--- config.mk ---
export PLATFORM = sky130hd
export DESIGN_NAME = rf_op_sequencer
export DESIGN_NICKNAME = d
export VERILOG_FILES = /design/src/rtl/rf_op_sequencer.sv
export SDC_FILE = /design/constraint.sdc
export NUM_CORES = 1
export LEC_CHECK = 0
export BUFFER_PORTS_ARGS = -buffer_cell sky130_fd_sc_hd__buf_2
export CAP_MARGIN = 20
export CELL_PAD_IN_SITES_DETAIL_PLACEMENT = 1
export CELL_PAD_IN_SITES_GLOBAL_PLACEMENT = 1
export CORE_UTILIZATION = 33
export DETAILED_ROUTE_END_ITERATION = 10
export GPL_TIMING_DRIVEN = 0
export PLACE_DENSITY = 0.79
export SLEW_MARGIN = 20
export SYNTH_ARGS = -nofsm -noshare
export SYNTH_HDL_FRONTEND = slang
export SYNTH_SLANG_ARGS = --single-unit
--- constraint.sdc ---
create_clock -name clk -period 2.3 [get_ports clk]
set_clock_uncertainty 0.2 [all_clocks]
set_input_delay 0.23 -clock clk [delete_from_list [all_inputs] [get_ports clk]]
set_output_delay 0.23 -clock clk [all_outputs]
set_load 0.005 [all_outputs]
--- src/rtl/rf_op_sequencer.sv ---
// Register-to-register operation sequencer: IDLE -> READ -> EXEC -> WRITE, one command per four cycles.
// Optional feature macro RF_ZERO_GUARD_EN: suppresses write-back to register 0.
module rf_op_sequencer #(
    parameter int DATA_W  = 32,
    parameter int ADDR_W  = 5,
    parameter int OP_W    = 4,
    parameter int SHAMT_W = 5
) (
    input  logic               clk,
    input  logic               rst,
    input  logic               cmd_valid,
    output logic               cmd_ready,
    input  logic [OP_W-1:0]    cmd_op,
    input  logic [ADDR_W-1:0]  cmd_rs,
    input  logic [ADDR_W-1:0]  cmd_rt,
    input  logic [ADDR_W-1:0]  cmd_rd,
    input  logic [SHAMT_W-1:0] cmd_shamt,
    input  logic               cmd_wb,
    output logic [ADDR_W-1:0]  rf_rr1,
    output logic [ADDR_W-1:0]  rf_rr2,
    output logic [OP_W-1:0]    alu_op,
    output logic [SHAMT_W-1:0] alu_shamt,
    input  logic [DATA_W-1:0]  alu_result,
    output logic [ADDR_W-1:0]  rf_wr,
    output logic [DATA_W-1:0]  rf_wd,
    output logic               rf_we,
    output logic               busy,
    output logic               done,
    output logic [DATA_W-1:0]  done_result,
    output logic               done_zero
);

    // Handshake: a command transfers on a posedge where cmd_valid and cmd_ready are both high.
    // cmd_ready is high only in IDLE outside reset; command inputs are ignored at all other times.

    typedef enum logic [1:0] {
        IDLE  = 2'd0,
        READ  = 2'd1,
        EXEC  = 2'd2,
        WRITE = 2'd3
    } state_t;

    state_t state;
    state_t state_next;
    logic   accept;
    logic   wr_allow;

    logic [OP_W-1:0]    op_q;
    logic [ADDR_W-1:0]  rs_q;
    logic [ADDR_W-1:0]  rt_q;
    logic [ADDR_W-1:0]  rd_q;
    logic [SHAMT_W-1:0] shamt_q;
    logic               wb_q;
    logic [DATA_W-1:0]  result_q;
    logic               zero_q;

    always_ff @(posedge clk or posedge rst) begin
        if (rst) begin
            state <= IDLE;
        end else begin
            state <= state_next;
        end
    end

    // Once accepted, a command always runs the full sequence; only reset can abandon it.
    always_comb begin
        state_next = state;
        accept     = 1'b0;
        case (state)
            IDLE: begin
                if (cmd_valid && cmd_ready) begin
                    accept     = 1'b1;
                    state_next = READ;
                end
            end
            READ:    state_next = EXEC;
            EXEC:    state_next = WRITE;
            WRITE:   state_next = IDLE;
            default: state_next = IDLE;
        endcase
    end

    always_ff @(posedge clk or posedge rst) begin
        if (rst) begin
            op_q    <= '0;
            rs_q    <= '0;
            rt_q    <= '0;
            rd_q    <= '0;
            shamt_q <= '0;
            wb_q    <= 1'b0;
        end else if (accept) begin
            op_q    <= cmd_op;
            rs_q    <= cmd_rs;
            rt_q    <= cmd_rt;
            rd_q    <= cmd_rd;
            shamt_q <= cmd_shamt;
            wb_q    <= cmd_wb;
        end
    end

    // The register file refreshes its outputs mid-READ, so alu_result is settled by the end of EXEC.
    always_ff @(posedge clk or posedge rst) begin
        if (rst) begin
            result_q <= '0;
            zero_q   <= 1'b1;
        end else if (state == EXEC) begin
            result_q <= alu_result;
            zero_q   <= (alu_result == '0);
        end
    end

`ifdef RF_ZERO_GUARD_EN
    assign wr_allow = (rd_q != '0);
`else
    assign wr_allow = 1'b1;
`endif

    assign cmd_ready   = (state == IDLE) && !rst;
    assign busy        = (state != IDLE);
    assign done        = (state == WRITE);
    assign rf_we       = (state == WRITE) && wb_q && wr_allow;
    assign rf_rr1      = rs_q;
    assign rf_rr2      = rt_q;
    assign alu_op      = op_q;
    assign alu_shamt   = shamt_q;
    assign rf_wr       = rd_q;
    assign rf_wd       = result_q;
    assign done_result = result_q;
    assign done_zero   = zero_q;

endmodule

; ---- Word level (Yosys, flattened, before mapping)
; Index checks and enable logic that the tools add are counted.
[totals]
reg_bits = 60
output_inout_bits = 93
elab_cells = 24
[op_classes]
n_eq_ne = 4
n_mux = 4
n_reduce_logical = 7
[op_table]
columns = op, n
row1 = logical NOT 32 bit, 1
row2 = one-hot mux 2 bit (4 select lines), 1
row3 = "== test 2 bit, second input constant", 2
row4 = logical AND 1 bit, 3
row5 = "== test 2 x 1 -> 1 bit, second input constant", 1
row6 = logical NOT 2 bit, 1
row7 = 2-to-1 mux 1 bit, 2
row8 = 2-to-1 mux 2 bit, 1
row9 = "!= test 2 bit, second input constant", 1
row10 = nonzero test 2 bit, 1
row11 = logical NOT 1 bit, 1

; ---- Logic depth before layout (Yosys ltp)
[logic_depth]
depth_word = 5
ltp_mapped = 6
mapped_depth_nobuf = 5

; ---- Least setup slack after synthesis
; OpenSTA, ideal clock, no wires.
[synth_path]
path_kind = register to register
from = reg state[0]
to = reg shamt_q[4], in the netlist alu_shamt[4]
setup_ns = 0.125
arrival_time_ns = 1.318
path_slack_ns = 0.657
path_stages_with_launch = 6
path_buffers = 1
synth_period_minus_slack_ns = 1.643
cell_sequence = dfrtp_1 > inv_1 > ha_1 > nand3b_4 > buf_6 > mux2_4
[synth_between]
elab_chain_len = 5
[synth_rtl]
columns = item, line_no
row1 = start: declaration, 43  ; state_t state;
row2 = start signal: assignment, 61  ; state <= state_next;
row3 = logical NOT 2 bit *, "69, 118"
row4 = logical AND 1 bit, 118  ; assign cmd_ready = (state == IDLE) && !rst;
row5 = logical AND 1 bit, 71  ; if (cmd_valid && cmd_ready) begin
row6 = 2-to-1 mux 1 bit, 71
row7 = 2-to-1 mux 1 bit *, 69  ; case (state)
row8 = end signal: assignment, 96  ; shamt_q <= cmd_shamt;
row9 = end: declaration, 52  ; logic [SHAMT_W-1:0] shamt_q;
; Every way passes the cells marked *; elsewhere a longest branch is shown, timed or not.
; A chain may end at the register's enable or synchronous reset.

; ---- Worst setup path in the final report
[layout_path]
from = reg state[0]
to = out cmd_ready
[layout_between]
elab_chain_len = 2
[layout_rtl]
columns = item, line_no
row1 = logical NOT 2 bit, 118
row2 = logical AND 1 bit, 118
row3 = end: declaration, 12  ; output logic cmd_ready,
; Every way passes these cells.

==> impl_metrics.json <==
{
  "overflow": 0,
  "path_class": "reg -> out",
  "clock_sinks": 60,
  "post-route-util": 0.567,
  "finalHoldViolations": 0,
  "vias": 2305,
  "detail-route-antenna-nets": 0,
  "portBuffers": 152,
  "synthDistinctLibCells": 20,
  "cts_max_path_buffers": 2,
  "yosysWarnings": 0,
  "min_period_over_period": 0.829,
  "required_ns": 1.87,
  "cp-end-kind": "output port",
  "layout.nets": 467,
  "arrival_ns": 1.48,
  "track_usage": 0.211,
  "syn_avg_cell_area_sq_um": 14.8,
  "syn-cell-area_sq_um": 2690,
  "hp-class": "in -> reg",
  "async_flop_share": 1.00,
  "netlist_instances": 182,
  "antenna_found_initial": 0,
  "n_antenna_cell": 0,
  "grt_pass1_wl_microns": 13500,
  "yosysMostFrequentCell": "dfrtp_1",
  "dieArea_sq_um": 8520,
  "insertion_delay_ns": 0.33,
  "dr_wl_met2_microns": 4590,
  "drtIter0Drc": 30,
  "rr_worst_depth": 6,
  "maxSlewHeadroom": 0.762,
  "rsz0062_at_grt": "false",
  "ys_seq_area_frac": 0.558,
  "fin_crit_ns": 1.91,
  "wl_per_cell_microns": 16.6,
  "r2r-start": "state[0]",
  "initial_core_util": 0.345,
  "irDropWorstVdd_v": 0.000500,
  "fmax_mhz": 525,
  "io_pins": 153,
  "vias_per_cell": 4.51,
  "drt-met1-wl_microns": 3290,
  "cts_resized": 0,
  "synth_common_cells": "dfrtp_1, mux2_2, buf_4, mux2_4, nor4_1",
  "die_w_microns": 92.3,
  "hold_end": "alu_op[2]",
  "rr_endpoint": "done_zero",
  "slew_violations": 0,
  "whs_ns": 0.151,
  "areaGrowthSynthToFinish_pct": 64.4,
  "grt_max_degree": 48,
  "grt_pass1_vias": 2644,
  "synth-seq-cells": 60,
  "maxCapViolations": 0,
  "path_max_fanout": 5,
  "htreeDepth": 3,
  "hold_depth": 3,
  "finalPower_mw": 5.80,
  "hpwlAfterDp_microns": 5290,
  "synth-edff-count": 0,
  "finalSetupViolCount": 0,
  "p_leak_nw": 2.28,
  "cp-start-kind": "register",
  "synth-main-ff-cell": "dfrtp_1",
  "dr.pass1.iters": 2,
  "synth_top_cell_by_area": "dfrtp_1",
  "row_count": 32,
  "cts_made_buffers": 9,
  "wl_microns": 8500,
  "cts_root_buf": "clkbuf_8",
  "status": "finished, final reports clean",
  "hold_start": "cmd_valid",
  "drc": 0,
  "topRoutingLayerUsed": "met4",
  "worst_pin_slew_ns": 0.353,
  "dr_wl_met3_microns": 472,
  "path_clk_slew_ns": 0.07,
  "p_per_area_nw_per_um2": 1310,
  "core_sq_um": 7810,
  "drive_above_1_share": 0.655,
  "cts_tree": "yes",
  "die_y_microns": 92.3,
  "syn-num-nets": 245,
  "gp_congestion": 0.788,
  "r2r_slack_ns": 0.49,
  "synth_top_area_frac": 0.549,
  "synth_area_leaders": "dfrtp_1, mux2_2, mux2_4"
}
[timing repair]
item	4_1_cts	5_1_grt
buffers inserted	0	0
hold endpoints to repair	117	0
setup endpoints to repair	0	0
hold buffers	58	0
[registers in the layout (all words and copies together) (netlist names)]
signal,count
done_zero,1
done_result,32
rf_wr,5
alu_shamt,5
rf_rr1,5
state,2
alu_op,4
wb_q,1
rf_rr2,5
[cell usage in the layout (no fill, tap or decap), types with 3 or more instances in the layout]
cell           count
ha_1               3
dfrtp_1           59
nor4_1             6
nor2_1             3
mux2_4            19
dlygate4sd3_1     58
buf_4             33
clkbuf_8          12
buf_2            155
inv_1              3
mux2_2            39
[power by group]
group	internal (mW)	total, mW	switching (mW)
Combinational	1.71	2.69	0.987
Clock	0.696	1.11	0.413
Sequential	1.60	2.00	0.399
[through the flow]
| stage | cell area, sq um | instances | TNS [ns] | setup slack [ns] |
|---|---|---|---|---|
| global route | 4430 | 511 | 0 | 0.243 |
| floorplan | 2690 | 182 | 0 | 0.387 |
| finish | 4430 | 511 | 0 | 0.394 |
| CTS | 4430 | 511 | 0 | 0.435 |
| detailed placement | 3610 | 437 | 0 | 0.473 |
| global placement | 3580 | 436 | -23.77 | -0.405 |
[kinds of logic after synthesis]
| group | count (synthesis) | share of synthesized area |
|---|---|---|
| flip-flops | 60 | 0.558 |
| multiplexers | 58 | 0.269 |
| AND/OR/NAND/NOR | 17 | 0.0418 |
| adder cells (fa/ha/maj) | 3 | 0.0139 |
| AO/OA/AOI/OAI | 2 | 0.00512 |
| buffers and inverters | 42 | 0.112 |
[worst max-delay path by stage]
stage | startpoint | endpoint | slack (ns)
6_report | state[0] | cmd_ready | 0.39
5_1_grt | state[0] | cmd_ready | 0.24
4_1_cts | state[0] | cmd_ready | 0.43
3_5_place_dp | state[0] | done_zero | 0.47
3_3_place_gp | rst | done_result[20] | -0.41
2_1_floorplan | rst | alu_op[0] | 0.39
[worst max-delay path, stage by stage, from the launching register on]
cell and delay [ns]:
dfrtp_1 0.38, inv_1 0.10, ha_1 0.30, inv_1 0.11, nor2_1 0.12, buf_2 0.13
[metal layers]
metal,up-vias,track usage
met1,1130,0.224
met4,0,0.0833
met3,13,0.0427
met2,117,0.404
met5,-,0
li1,1045,-
[area by class of cell]
type | instances | area, sq um
plain buffers | 38 | 285
clock buffers | 12 | 165
clock inverters | 4 | 70.1
fillers | 834 | 3380
inverters | 4 | 17.5
multi-input cells | 80 | 888
flip-flops and latches | 60 | 1500
well taps | 102 | 128
repair buffers | 211 | 1370
Note: power is estimated with default switching activity, not from simulation.
